--- config.mk ---
export PLATFORM = sky130hd
export DESIGN_NAME = vga_sync_rx
export DESIGN_NICKNAME = d
export VERILOG_FILES = /design/src/rtl/vga_sync_rx.sv
export SDC_FILE = /design/constraint.sdc
export NUM_CORES = 1
export LEC_CHECK = 0
export BUFFER_PORTS_ARGS = -buffer_cell sky130_fd_sc_hd__buf_2
export CORE_ASPECT_RATIO = 0.9
export CORE_UTILIZATION = 45
export DETAILED_ROUTE_END_ITERATION = 6
export PLACE_DENSITY = 0.7
export SLEW_MARGIN = 10
export SYNTH_ARGS = -nofsm -noshare
export SYNTH_HDL_FRONTEND = slang
export SYNTH_SLANG_ARGS = --single-unit
--- constraint.sdc ---
create_clock -name clk_i -period 4.2 [get_ports clk_i]
set_input_delay 0.84 -clock clk_i [delete_from_list [all_inputs] [get_ports clk_i]]
set_output_delay 0.84 -clock clk_i [all_outputs]
set_load 0.02 [all_outputs]
--- src/rtl/vga_sync_rx.sv ---
// VGA timing receiver: recovers x/y/de from HS/VS, checks timing against the mode, reports lock.
// Optional per-frame CRC-16-CCITT over locked active pixels when VGA_SYNC_RX_CRC_EN is defined.
module vga_sync_rx #(
  parameter int unsigned HSYNC_BITS  = 11,
  parameter int unsigned VSYNC_BITS  = 11,
  parameter int unsigned HD          = 1280,
  parameter int unsigned VD          = 1024,
  parameter int unsigned HFP         = 48,
  parameter int unsigned HSW         = 112,
  parameter int unsigned HBP         = 248,
  parameter int unsigned VFP         = 1,
  parameter int unsigned VSW         = 3,
  parameter int unsigned VBP         = 38,
  parameter int unsigned LOCK_FRAMES = 2
) (
  input  logic                  clk_i,
  input  logic                  arstn_i,
  input  logic                  VGA_HS_i,
  input  logic                  VGA_VS_i,
  input  logic [11:0]           RGB_i,
  output logic [HSYNC_BITS-1:0] x_o,
  output logic [VSYNC_BITS-1:0] y_o,
  output logic                  de_o,
  output logic [11:0]           pixel_o,
  output logic                  frame_start_o,
  output logic                  locked_o,
  output logic                  err_o,
  output logic [15:0]           frame_crc_o,
  output logic                  crc_valid_o
);

  localparam int unsigned H_TOTAL = HD + HFP + HSW + HBP;
  localparam int unsigned V_TOTAL = VD + VFP + VSW + VBP;

  localparam logic [HSYNC_BITS-1:0] H_ONE    = HSYNC_BITS'(1);
  localparam logic [HSYNC_BITS-1:0] H_MAX    = {HSYNC_BITS{1'b1}};
  localparam logic [HSYNC_BITS-1:0] H_LAST   = HSYNC_BITS'(H_TOTAL - 1);
  localparam logic [HSYNC_BITS-1:0] H_ACT_LO = HSYNC_BITS'(HSW + HBP);
  localparam logic [HSYNC_BITS-1:0] H_ACT_HI = HSYNC_BITS'(HSW + HBP + HD - 1);

  localparam logic [VSYNC_BITS-1:0] V_ONE    = VSYNC_BITS'(1);
  localparam logic [VSYNC_BITS-1:0] V_MAX    = {VSYNC_BITS{1'b1}};
  localparam logic [VSYNC_BITS-1:0] V_LAST   = VSYNC_BITS'(V_TOTAL - 1);
  localparam logic [VSYNC_BITS-1:0] V_ACT_LO = VSYNC_BITS'(VSW + VBP);
  localparam logic [VSYNC_BITS-1:0] V_ACT_HI = VSYNC_BITS'(VSW + VBP + VD - 1);

  localparam logic [3:0] GOOD_ONE    = 4'd1;
  localparam logic [3:0] GOOD_TARGET = 4'(LOCK_FRAMES);

  typedef enum logic [1:0] {
    StUnlocked,
    StAcquire,
    StLocked
  } state_e;

  // Stage 1: input capture
  logic        r_hs_q, r_hs_qq, r_vs_q, r_vs_qq;
  logic [11:0] r_rgb_q;

  // Timing tracking state
  logic [HSYNC_BITS-1:0] r_h_cnt;
  logic [VSYNC_BITS-1:0] r_v_cnt;
  logic                  r_vs_pend;
  logic                  r_h_armed;
  logic                  r_v_armed;
  logic                  r_frame_bad;
  state_e                r_state;
  logic [3:0]            r_good;

  // Stage 2: output registers
  logic [HSYNC_BITS-1:0] r_x;
  logic [VSYNC_BITS-1:0] r_y;
  logic [11:0]           r_pixel;
  logic                  r_de, r_fs, r_err;

  logic                  w_hs_edge, w_vs_edge;
  logic                  w_h_sat, w_line_bad, w_fs;
  logic                  w_frame_len_bad, w_frame_bad, w_err;
  logic                  w_active, w_to_unlock, w_vs_pend_nxt;
  logic [HSYNC_BITS-1:0] w_h_cur;
  logic [VSYNC_BITS-1:0] w_v_cur;
  state_e                w_state_nxt;
  logic [3:0]            w_good_nxt;

  always_ff @(posedge clk_i or negedge arstn_i) begin
    if (!arstn_i) begin
      r_hs_q  <= 1'b0;
      r_hs_qq <= 1'b0;
      r_vs_q  <= 1'b0;
      r_vs_qq <= 1'b0;
      r_rgb_q <= '0;
    end else begin
      r_hs_q  <= VGA_HS_i;
      r_hs_qq <= r_hs_q;
      r_vs_q  <= VGA_VS_i;
      r_vs_qq <= r_vs_q;
      r_rgb_q <= RGB_i;
    end
  end

  assign w_hs_edge = r_hs_q & ~r_hs_qq;
  assign w_vs_edge = r_vs_q & ~r_vs_qq;

  // w_h_cur/w_v_cur are the coordinates of the pixel now sitting in stage 1.
  always_comb begin
    w_h_cur = r_h_cnt;
    if (w_hs_edge) begin
      w_h_cur = '0;
    end else if (r_h_cnt != H_MAX) begin
      w_h_cur = r_h_cnt + H_ONE;
    end
  end

  assign w_h_sat    = ~w_hs_edge & (r_h_cnt == (H_MAX - H_ONE));
  assign w_line_bad = w_hs_edge & r_h_armed & (r_h_cnt != H_LAST);
  assign w_fs       = w_hs_edge & (r_vs_pend | w_vs_edge);

  always_comb begin
    w_v_cur       = r_v_cnt;
    w_vs_pend_nxt = r_vs_pend;
    if (w_fs) begin
      w_v_cur       = '0;
      w_vs_pend_nxt = 1'b0;
    end else begin
      if (w_hs_edge && (r_v_cnt != V_MAX)) begin
        w_v_cur = r_v_cnt + V_ONE;
      end
      if (w_vs_edge) begin
        w_vs_pend_nxt = 1'b1;
      end
    end
  end

  assign w_frame_len_bad = w_fs & r_v_armed & (r_v_cnt != V_LAST);
  assign w_frame_bad     = w_frame_len_bad | (w_fs & r_v_armed & (r_frame_bad | w_line_bad));
  assign w_err           = w_line_bad | w_h_sat | w_frame_len_bad;

  assign w_active = (w_h_cur >= H_ACT_LO) && (w_h_cur <= H_ACT_HI) &&
                    (w_v_cur >= V_ACT_LO) && (w_v_cur <= V_ACT_HI);

  always_comb begin
    w_state_nxt = r_state;
    w_good_nxt  = r_good;
    unique case (r_state)
      StUnlocked: begin
        if (w_fs) begin
          w_state_nxt = StAcquire;
          w_good_nxt  = '0;
        end
      end
      StAcquire: begin
        if (w_fs) begin
          w_good_nxt = w_frame_bad ? 4'd0 : (r_good + GOOD_ONE);
          if (!w_frame_bad && ((r_good + GOOD_ONE) == GOOD_TARGET)) begin
            w_state_nxt = StLocked;
          end
        end
      end
      StLocked: begin
        if (w_err || w_frame_bad) begin
          w_state_nxt = StUnlocked;
        end
      end
      default: w_state_nxt = StUnlocked;
    endcase
  end

  assign w_to_unlock = (r_state == StLocked) && (w_state_nxt == StUnlocked);

  // Losing lock re-arms the exemption so the first edge/frame afterwards is not judged.
  always_ff @(posedge clk_i or negedge arstn_i) begin
    if (!arstn_i) begin
      r_h_cnt     <= '0;
      r_v_cnt     <= '0;
      r_vs_pend   <= 1'b0;
      r_h_armed   <= 1'b0;
      r_v_armed   <= 1'b0;
      r_frame_bad <= 1'b0;
      r_state     <= StUnlocked;
      r_good      <= '0;
    end else begin
      r_h_cnt   <= w_h_cur;
      r_v_cnt   <= w_v_cur;
      r_vs_pend <= w_vs_pend_nxt;
      r_state   <= w_state_nxt;
      r_good    <= w_good_nxt;
      if (w_to_unlock) begin
        r_h_armed <= 1'b0;
      end else if (w_hs_edge) begin
        r_h_armed <= 1'b1;
      end
      if (w_to_unlock) begin
        r_v_armed <= 1'b0;
      end else if (w_fs) begin
        r_v_armed <= 1'b1;
      end
      if (w_fs || w_to_unlock) begin
        r_frame_bad <= 1'b0;
      end else if (w_line_bad || w_h_sat) begin
        r_frame_bad <= 1'b1;
      end
    end
  end

  always_ff @(posedge clk_i or negedge arstn_i) begin
    if (!arstn_i) begin
      r_x     <= '0;
      r_y     <= '0;
      r_pixel <= '0;
      r_de    <= 1'b0;
      r_fs    <= 1'b0;
      r_err   <= 1'b0;
    end else begin
      r_x     <= w_active ? (w_h_cur - H_ACT_LO) : '0;
      r_y     <= w_active ? (w_v_cur - V_ACT_LO) : '0;
      r_pixel <= w_active ? r_rgb_q : 12'h000;
      r_de    <= w_active && (w_state_nxt == StLocked);
      r_fs    <= w_fs;
      r_err   <= w_err;
    end
  end

  assign x_o           = r_x;
  assign y_o           = r_y;
  assign pixel_o       = r_pixel;
  assign de_o          = r_de;
  assign frame_start_o = r_fs;
  assign err_o         = r_err;
  assign locked_o      = (r_state == StLocked);

`ifdef VGA_SYNC_RX_CRC_EN
  function automatic logic [15:0] crc16_px(input logic [15:0] crc, input logic [11:0] px);
    logic [15:0] c;
    logic [15:0] d;
    logic        fb;
    c = crc;
    d = {4'h0, px};
    for (int i = 15; i >= 0; i--) begin
      fb = c[15] ^ d[i];
      c  = {c[14:0], 1'b0} ^ (fb ? 16'h1021 : 16'h0000);
    end
    return c;
  endfunction

  logic [15:0] r_crc, r_frame_crc;
  logic        r_crc_valid, r_full;
  logic [15:0] w_crc_cur;

  // Fold in the pixel currently on the outputs so a frame ending on a de cycle is complete.
  assign w_crc_cur = r_de ? crc16_px(r_crc, r_pixel) : r_crc;

  always_ff @(posedge clk_i or negedge arstn_i) begin
    if (!arstn_i) begin
      r_crc       <= '0;
      r_frame_crc <= '0;
      r_crc_valid <= 1'b0;
      r_full      <= 1'b0;
    end else begin
      r_crc_valid <= 1'b0;
      if (w_fs) begin
        r_crc  <= 16'hFFFF;
        r_full <= (w_state_nxt == StLocked);
        if (r_full && (w_state_nxt == StLocked)) begin
          r_frame_crc <= w_crc_cur;
          r_crc_valid <= 1'b1;
        end
      end else begin
        r_crc <= w_crc_cur;
        if (w_state_nxt != StLocked) begin
          r_full <= 1'b0;
        end
      end
    end
  end

  assign frame_crc_o = r_frame_crc;
  assign crc_valid_o = r_crc_valid;
`else
  assign frame_crc_o = 16'h0000;
  assign crc_valid_o = 1'b0;
`endif

endmodule

==> impl_metrics.py <==
metrics = {
    "yosys": {
        "synth_ff_type": "dfrtp_1",
        "ys_top_cells_by_area": "dfrtp_1 51%, nor2_1 4.4%, ha_1 3.3%",
        "yosysUniqueCellTypes": 58,
        "synth_top_cell_by_area": "dfrtp_1",
        "synth_edf_count": 0,
        "yosysTopAreaCellShare": 0.514,
        "synthArstFlopShare": 1.00,
        "yosys_warnings": 0,
        "netlist_instances": 416,
        "yosysMostFrequentCell": "dfrtp_1",
        "syn_area_per_cell_um2": 9.95,
        "netlist_area_um2": 4140,
        "ys_seq_elements": 85,
        "yosys-top-cells-count": "85 x dfrtp_1, 49 x nor2_1, 31 x inv_1, 29 x nand2_1",
        "ys_seq_area_frac": 0.514,
    },
    "critical_path": {
        "r2r_slack_ns": 0.62,
        "crit_type": "flip-flop to flip-flop",
        "startpoint": "r_h_cnt[1]$_DFF_PN0_",
        "crit_arrival_ns": 3.83,
        "required_ns": 4.45,
        "rr_startpoint": "r_h_cnt[1]$_DFF_PN0_",
        "cp-end-kind": "flip-flop",
        "setup.worst_path.end": "x_o[1]$_DFF_PN0_",
        "worstSetupStartpointType": "flip-flop",
        "timing.rr.end": "x_o[1]$_DFF_PN0_",
        "rr_worst_depth": 11,
        "cp_max_fo": 34,
    },
    "sta": {
        "fin_hold_ws_ns": 0.382,
        "rsz0062_at_grt": "false",
        "tns_ns": 0,
        "period_minus_slack_ns": 3.58,
        "setup_slack_ns": 0.623,
        "slew_viol_final": 0,
        "maxSlewHeadroom": 0.317,
        "period_share": 0.852,
        "hold_violations": 0,
        "setup_violations": 0,
        "worst_pin_slew_ns": 1.02,
        "clock_skew_ns": 0.00929,
        "max_freq_mhz": 280,
    },
    "clock_network": {
        "htreeDepth": 3,
        "clkTransAtPathRegs_ns": 0.10,
        "cts_max_path_buffers": 2,
        "clockRootBuffer": "clkbuf_8",
        "cts_resized": 0,
        "clk_latency_ns": 0.36,
        "cts_made_buffers": 9,
        "tritoncts": "done",
        "cts_hold_buf": 0,
        "cts_setup_buffers": 0,
        "cts.sinks": 85,
    },
    "power_and_ir_drop": {
        "power.density_nw_per_um2": 386,
        "peakVddDrop_uv": 186,
        "p_leak_nw": 2.38,
    },
    "global_routing": {
        "grt_antenna_before_repair": 0,
        "grt_use_met1": 0.250,
        "grt_max_degree": 86,
        "met3_usage": 0.0553,
        "grt_overflow_total": 0,
        "grt_usage": 0.194,
        "use_met2": 0.315,
        "grt_pass1_wl_mm": 14.3,
        "grt_pass1_vias": 3003,
        "top_usage_layer": "met2",
    },
    "worst_hold_path": {
        "min_path_type": "flip-flop to flip-flop",
    },
    "floorplan": {
        "die_area_um2": 9590,
        "initial_core_util": 0.474,
        "placementRows": 32,
        "boundaryPins": 71,
        "die_h_um": 93.0,
        "core-area_um2": 8730,
        "fp.dieW_um": 103,
    },
    "cells_and_area": {
        "area_growth_pct": 12.0,
        "multi_input_area_um2": 1750,
        "fill_cells": 815,
        "antenna_cells": 0,
        "seqCellArea_um2": 2130,
        "nets": 495,
        "drive_above_1_share": 0.175,
    },
    "job": {
        "maxCapViolCount": 0,
    },
    "routing": {
        "post_drt_wl_per_cell_um": 14.6,
        "num_vias": 3207,
        "antenna_left": 0,
        "drt_first_iter_violations": 167,
        "drc": 0,
        "wl_mm": 8.64,
        "drt_pre_antenna_iters": 5,
        "avgViaCountPerCell": 5.42,
    },
    "place": {
        "routabilityCongestion": 0.877,
        "io_buffer_count": 53,
        "pre_cts_slack_ns": 0.688,
        "hpwl_mm": 6.18,
    },
    "status": {
        "status": "complete, no violations",
    },
}
[logic make-up after synthesis]
logic type               after synthesis  share of synthesized area
AO/OA/AOI/OAI                         78                      0.127
XOR/XNOR                              15                     0.0317
adder cells (fa/ha/maj)               11                     0.0333
buffers and inverters                 63                     0.0783
flip-flops                            85                      0.514
multiplexers                           5                     0.0130
other                                  1                   0.000906
AND/OR/NAND/NOR                      158                      0.202
[cell usage in the layout (no fill, tap or decap), types with 4 or more instances in the layout]
master | Yosys | final
and3_1 | 8 | 8
or4_1 | 4 | 4
a31oi_1 | 7 | 7
o31ai_1 | 5 | 5
o21ai_0 | 16 | 16
o211ai_1 | 4 | 4
conb_1 | 1 | 17
clkbuf_8 | 0 | 9
buf_2 | 0 | 52
nand3_1 | 13 | 13
nor3_1 | 8 | 8
buf_4 | 17 | 4
nand4_1 | 9 | 9
ha_1 | 11 | 11
nand2_1 | 29 | 29
dfrtp_1 | 85 | 85
xnor2_1 | 9 | 9
a21oi_1 | 17 | 17
nor2_1 | 49 | 49
nor4_1 | 7 | 7
inv_1 | 31 | 31
and4_1 | 5 | 5
xor2_1 | 6 | 6
a211oi_1 | 5 | 5
[power breakdown]
| part | internal [mW] | switching, mW | leakage (nW) | total (mW) |
|---|---|---|---|---|
| Clock | 0.236 | 0.336 | 0.103 | 0.572 |
| Sequential | 0.867 | 0.0673 | 1.11 | 0.935 |
| Combinational | 0.107 | 0.174 | 1.17 | 0.281 |
| Total | 1.21 | 0.577 | 2.38 | 1.79 |
[how the worst min path moves through the flow]
stage	startpoint	to	slack, ns	cells after the start
floorplan	r_vs_q$_DFF_PN0_	r_vs_qq$_DFF_PN0_	0.35	0
global placement	r_vs_q$_DFF_PN0_	r_vs_qq$_DFF_PN0_	0.36	0
detailed placement	r_vs_q$_DFF_PN0_	r_vs_qq$_DFF_PN0_	0.36	0
CTS	r_vs_q$_DFF_PN0_	r_vs_qq$_DFF_PN0_	0.38	0
global route	r_vs_q$_DFF_PN0_	r_vs_qq$_DFF_PN0_	0.41	0
finish	r_vs_q$_DFF_PN0_	r_vs_qq$_DFF_PN0_	0.38	0
[sequential cells by signal, summed over array words and instances, names as in the netlist]
register       flops
err_o              1
r_rgb_q           12
r_h_armed          1
r_v_armed          1
x_o               11
y_o               11
r_hs_qq            1
r_state            2
r_frame_bad        1
frame_start_o      1
r_good             4
r_v_cnt           11
r_vs_qq            1
r_hs_q             1
r_vs_q             1
de_o               1
r_vs_pend          1
r_h_cnt           11
pixel_o           12
[final cells by class]
| type | count | area share |
|---|---|---|
| Clock buffer | 9 | 0.0267 |
| Clock inverter | 7 | 0.0165 |
| Inverter | 32 | 0.0259 |
| Multi-Input combinational cell | 284 | 0.377 |
| Sequential cell | 85 | 0.459 |
| Tap cell | 119 | 0.0321 |
| Timing Repair Buffer | 56 | 0.0626 |
[metrics by stage]
stage	instance area (um2)	power, mW	util	cells
finish	4630	1.79	0.531	592
global route	4630	1.89	0.531	592
CTS	4630	1.81	0.531	592
detailed placement	4430	1.23	0.508	576
global placement	4430	1.22	0.508	576
floorplan	4200	1.15	-	432
[routing by layer]
metal | vias to the layer above | wire [um]
met1 | 1554 | 3760
met4 | 0 | 145
li1 | 1546 | -
met5 | - | 0
met3 | 13 | 501
met2 | 94 | 4230
[critical path, cell delays in order, from the launching register on]
cell	delay (ns)
dfrtp_1	0.47
ha_1	0.27
and3_1	0.40
a31oi_1	0.14
or3_1	0.45
ha_1	0.24
inv_1	0.12
and3_1	0.24
a211oi_1	0.09
a21oi_1	0.32
nand3_4	0.40
nor4_1	0.32
(Power assumes the default switching activity.)
